[config.mk]
export PLATFORM = sky130hd
export DESIGN_NAME = wave_ram_loader
export DESIGN_NICKNAME = d
export VERILOG_FILES = /design/src/rtl/wave_ram_loader.sv
export SDC_FILE = /design/constraint.sdc
export NUM_CORES = 2
export LEC_CHECK = 0
export BUFFER_PORTS_ARGS = -buffer_cell sky130_fd_sc_hd__buf_4
export CELL_PAD_IN_SITES_DETAIL_PLACEMENT = 1
export CELL_PAD_IN_SITES_GLOBAL_PLACEMENT = 1
export CORE_MARGIN = 3
export CORE_UTILIZATION = 55
export DETAILED_ROUTE_END_ITERATION = 12
export PLACE_DENSITY_LB_ADDON = 0.1
export SLEW_MARGIN = 40
export SYNTH_ARGS = -nofsm -noshare
export SYNTH_HDL_FRONTEND = slang
export SYNTH_SLANG_ARGS = --single-unit
[constraint.sdc]
create_clock -name clk -period 2.5 [get_ports clk]
set_input_delay 0.5 -clock clk [delete_from_list [all_inputs] [get_ports clk]]
set_output_delay 0.5 -clock clk [all_outputs]
set_load 0.005 [all_outputs]
[src/rtl/wave_ram_loader.sv]
// rtl/wave_ram_loader.sv - DDS waveform table with load port and registered read; WAVE_RAM_OUT_REG_EN adds an output register stage
module wave_ram_loader #(
    parameter int DATA_WIDTH = 8,
    parameter int ADDR_WIDTH = 8
) (
    input  logic                  clk,
    input  logic                  rst,
    input  logic                  load_start,
    input  logic [DATA_WIDTH-1:0] wr_data,
    input  logic                  wr_valid,
    output logic                  wr_ready,
    input  logic [ADDR_WIDTH-1:0] read_addr,
    output logic                  phase_ena,
    output logic [DATA_WIDTH-1:0] sample_out,
    output logic                  sample_valid,
    output logic                  loaded
);
    localparam int DEPTH = 1 << ADDR_WIDTH;

    typedef enum logic [1:0] {
        IDLE = 2'd0,
        LOAD = 2'd1,
        RUN  = 2'd2
    } state_t;

    state_t                  state_q, state_d;
    logic [ADDR_WIDTH-1:0]   wr_ptr_q, wr_ptr_d;
    logic                    loaded_q, loaded_d;
    logic                    wr_en;
    logic                    rd_en;
    logic [DATA_WIDTH-1:0]   mem_q [DEPTH];
    logic [DATA_WIDTH-1:0]   rd_data_q;
    logic                    rd_valid_q;

    // Control state: FSM, write pointer and load-complete flag
    always_ff @(posedge clk or negedge rst) begin
        if (!rst) begin
            state_q  <= IDLE;
            wr_ptr_q <= '0;
            loaded_q <= 1'b0;
        end else begin
            state_q  <= state_d;
            wr_ptr_q <= wr_ptr_d;
            loaded_q <= loaded_d;
        end
    end

    // Next-state logic; a restart in LOAD discards the beat presented with it
    always_comb begin
        state_d  = state_q;
        wr_ptr_d = wr_ptr_q;
        loaded_d = loaded_q;
        wr_en    = 1'b0;
        case (state_q)
            IDLE: begin
                if (load_start) begin
                    state_d  = LOAD;
                    wr_ptr_d = '0;
                    loaded_d = 1'b0;
                end
            end
            LOAD: begin
                if (load_start) begin
                    wr_ptr_d = '0;
                end else if (wr_valid) begin
                    wr_en    = 1'b1;
                    wr_ptr_d = wr_ptr_q + 1'b1;
                    if (wr_ptr_q == '1) begin
                        state_d  = RUN;
                        loaded_d = 1'b1;
                    end
                end
            end
            RUN: begin
                if (load_start) begin
                    state_d  = LOAD;
                    wr_ptr_d = '0;
                    loaded_d = 1'b0;
                end
            end
            default: begin
                state_d = IDLE;
            end
        endcase
    end

    assign wr_ready  = (state_q == LOAD);
    assign phase_ena = (state_q == RUN);
    assign loaded    = loaded_q;

    // Table storage; contents deliberately survive reset
    always_ff @(posedge clk) begin
        if (wr_en) begin
            mem_q[wr_ptr_q] <= wr_data;
        end
    end

    // Reads in the load_start cycle are flagged invalid so no stale sample follows a reload request
    assign rd_en = (state_q == RUN) && !load_start;

    // Registered read; data holds while no valid read is issued
    always_ff @(posedge clk or negedge rst) begin
        if (!rst) begin
            rd_data_q  <= '0;
            rd_valid_q <= 1'b0;
        end else begin
            rd_valid_q <= rd_en;
            if (rd_en) begin
                rd_data_q <= mem_q[read_addr];
            end
        end
    end

`ifdef WAVE_RAM_OUT_REG_EN
    logic [DATA_WIDTH-1:0] out_data_q;
    logic                  out_valid_q;

    // Extra output stage toward the DAC; holds data across invalid cycles
    always_ff @(posedge clk or negedge rst) begin
        if (!rst) begin
            out_data_q  <= '0;
            out_valid_q <= 1'b0;
        end else begin
            out_valid_q <= rd_valid_q;
            if (rd_valid_q) begin
                out_data_q <= rd_data_q;
            end
        end
    end

    assign sample_out   = out_data_q;
    assign sample_valid = out_valid_q;
`else
    assign sample_out   = rd_data_q;
    assign sample_valid = rd_valid_q;
`endif

endmodule

==> results.sh <==
export IMPL_grt_max_degree=104
export IMPL_cts_tree="built"
export IMPL_post_route_period_util=1.01
export IMPL_crit_arrival_ns=3.23
export IMPL_insertion_delay_ns=0.82
export IMPL_slew_limit_headroom=0.425
export IMPL_die_area_um2=152000
export IMPL_cts_root_buf="clkbuf_16"
export IMPL_synth_edf_count=2048
export IMPL_fillers=12100
export IMPL_place_inst=6601
export IMPL_clkTransAtPathRegs_ns=0.06
export IMPL_fin_util=0.659
export IMPL_syn_num_nets=4138
export IMPL_io_buffers=31
export IMPL_hp_class="in2reg"
export IMPL_p_leak_nw=32.7
export IMPL_layout_setup_ws_ns=-0.0163
export IMPL_tightestPinTransition_ns=0.861
export IMPL_violations="negative setup slack"
export IMPL_finalPower_w=0.0726
export IMPL_worstSetupPathType="in2reg"
export IMPL_cp_max_fo=18
export IMPL_drt_initial_drc_count=5026
export IMPL_synth_area_um2=80900
export IMPL_drcViolationCount=0
export IMPL_clkSinkCount=2068
export IMPL_final_cell_mix="edfxtp_1, buf_4, mux2i_1, mux4_2, nor2_1"
export IMPL_crit_chain="buf_8, buf_4, buf_4, mux4_2, a211oi_1, a22oi_1, nand2_1, nor4_2, a211o_1"
export IMPL_overflow=0
export IMPL_design_core_area_um2=146000
export IMPL_syn_avg_cell_area_um2=19.7
export IMPL_cp_start_kind="input port"
export IMPL_grt_setup_unrepaired="true"
export IMPL_regArea_um2=62000
export IMPL_ys_types=59
export IMPL_dp_hpwl_mm=150
export IMPL_postRouteAntennaNets=0
export IMPL_end_kind="flip-flop"
export IMPL_slowest_stage="mux4_2"
export IMPL_drt_pass1_iter_count=6
export IMPL_fmax_mhz=397
export IMPL_critPathTopFamily="compound AO/OA/AOI/OAI gates"
export IMPL_postCtsSetupRepairBufs=0
export IMPL_yosysSeqAreaShare=0.766
export IMPL_clockBufferDepth=3
export IMPL_drv_slew=0
export IMPL_grt_first_pass_wirelength_mm=335
export IMPL_power_density_nw_per_um2=754
export IMPL_final_hold_viol_count=0
export IMPL_async_reset_ff_frac=0.00967
export IMPL_synth_warnings=0
export IMPL_worstPathRequired_ns=3.21
export IMPL_setup_viol=2
export IMPL_io_pins=32
export IMPL_vias_per_cell=6.37
export IMPL_worst_hold_slack_ns=0.0405
export IMPL_layout_commonest_cell="edfxtp_1"
export IMPL_die_h_um=389
export IMPL_grtUsageTotal=0.305
export IMPL_cap_violations=0
export IMPL_synth_seq_cells=2068
export IMPL_ir_worst_vdd_v=0.000649
export IMPL_route_vias_total=44600
export IMPL_core_rowCount=140
export IMPL_cts_max_level=4
export IMPL_instances_no_fill=6990
export IMPL_area_growth_syn_to_layout_pct=18.9
export IMPL_numCtsBuffers=206
export IMPL_slowest_delay_ns=0.50
export IMPL_grt_pass1_vias=47200
export IMPL_gp_congestion=0.909
export IMPL_die_width_um=389
export IMPL_outcome="finished, violations left"
export IMPL_multi_input_area_um2=17600
export IMPL_clock_skew_ns=0.0210
export IMPL_cp_num_buf_inv=3
export IMPL_synthFlopType="edfxtp_1"
export IMPL_fin_nets=4920
export IMPL_start_util=0.554
export IMPL_min_period_ns=2.52
export IMPL_antenna_found_initial=6
export IMPL_wl_per_cell_um=32.8
export IMPL_syn_instance_count=4114
export IMPL_drt_wl_total_mm=229
export IMPL_post_route_cells_drive_above_1_share=0.296
export IMPL_cpMostUsedCell="buf_4"
[per-layer routing]
layer | routed length, um | GRT usage | vias up
met1 | 90200 | 0.420 | 23600
li1 | - | - | 18500
met2 | 114000 | 0.504 | 2006
met5 | 26 | 0 | -
met4 | 6820 | 0.0962 | 4
met3 | 17500 | 0.0527 | 412
[final cells by class]
| class | instances | area share |
|---|---|---|
| Tap cell | 1917 | 0.0249 |
| Inverter | 5 | 0.000221 |
| Multi-Input combinational cell | 1784 | 0.183 |
| Sequential cell | 2068 | 0.645 |
| Timing Repair Buffer | 831 | 0.0776 |
| Antenna cell | 1 | 0.0000260 |
| Clock inverter | 142 | 0.0130 |
| Clock buffer | 242 | 0.0563 |
[final timing paths]
path	start	end	slack, ns	cells after the start
min in group asynchronous	rst	sample_valid	0.13	2
max	read_addr[0]	sample_out[4]	-0.02	9
max reg2reg	mem_q[159][6]	sample_out[6]	0	10
min reg2reg	sample_out[5]	sample_out[5]	0.53	1
min	wr_data[3]	mem_q[226][3]	0.04	1
max in group asynchronous	rst	sample_out[5]	2.10	2
[logic make-up (layout without fill, tap and decap cells)]
kind of cell,after synthesis,after routing,share of synthesized area
buf+inv,262,1220,0.0187
simple gates,517,517,0.0279
flops,2068,2068,0.766
xor+xnor,5,5,0.000541
other cells,0,1,0
mux,763,763,0.143
fa+ha+maj,4,4,0.000619
compound gates,495,495,0.0427
[metrics by stage]
stage / instance area (um^2) / setup WS, ns / TNS [ns]
floorplan: 80900 / 0.0343 / 0
global placement: 89200 / -0.947 / -6.74
detailed placement: 89200 / -1.06 / -7.39
CTS: 96000 / -0.0587 / -0.0587
global route: 96200 / -0.0641 / -0.0650
finish: 96200 / -0.0163 / -0.0258
[synthesized netlist by cell type, types with 3 or more instances]
cell | n | area (um^2)
nor3_1 | 20 | 100
nor2b_1 | 14 | 87.6
o211ai_1 | 16 | 120
a221oi_1 | 16 | 140
nand4_1 | 12 | 75.1
a21oi_1 | 57 | 285
xor2_1 | 4 | 35.0
nand2_1 | 86 | 323
a22oi_1 | 36 | 270
buf_1 | 7 | 26.3
buf_6 | 24 | 270
edfxtp_1 | 2048 | 61500
ha_1 | 4 | 50.1
nand3_1 | 36 | 180
o22ai_1 | 118 | 738
buf_12 | 3 | 60.1
mux4_1 | 3 | 78.8
a211oi_1 | 54 | 405
mux2_2 | 20 | 225
nor2_1 | 291 | 1090
a31oi_1 | 14 | 87.6
inv_1 | 5 | 18.8
clkbuf_1 | 109 | 409
and2_1 | 6 | 37.5
o21ai_0 | 53 | 265
mux4_2 | 309 | 6960
nand3b_1 | 5 | 37.5
buf_4 | 63 | 473
a211o_1 | 20 | 175
a2111oi_0 | 3 | 26.3
dfrtp_1 | 20 | 500
o221ai_1 | 78 | 683
a21boi_0 | 17 | 128
buf_2 | 51 | 255
nand2b_1 | 18 | 113
mux2i_1 | 431 | 4310
nor4_1 | 13 | 81.3
[report_power, final]
group | total, W | internal [W] | switching (W)
combinational | 0.00389 | 0.00153 | 0.00236
clock | 0.0306 | 0.0175 | 0.0131
sequential | 0.0381 | 0.0381 | 0.00000893
total | 0.0726 | 0.0571 | 0.0154
[registers in the layout (all words and copies together), names as in the netlist]
signal	cells
state_q	2
loaded	1
sample_valid	1
wr_ptr_q	8
mem_q	2048
sample_out	8
[worst register-to-register path, stage by stage, from the launching register on]
cell      delay, ns
edfxtp_1       0.38
mux4_2         0.48
mux2_4         0.31
a221oi_2       0.25
buf_4          0.17
nor2_2         0.06
a21oi_2        0.17
buf_4          0.16
nor3_4         0.06
buf_4          0.13
a211o_1        0.23
[what timing repair did]
action | in CTS | in global routing
pin swaps | 6 | 8
setup endpoints to repair | 7 | 8
resized for setup | 22 | 29
hold buffers | 4 | 0
hold endpoints to repair | 28 | 0
(Power assumes the default switching activity.)
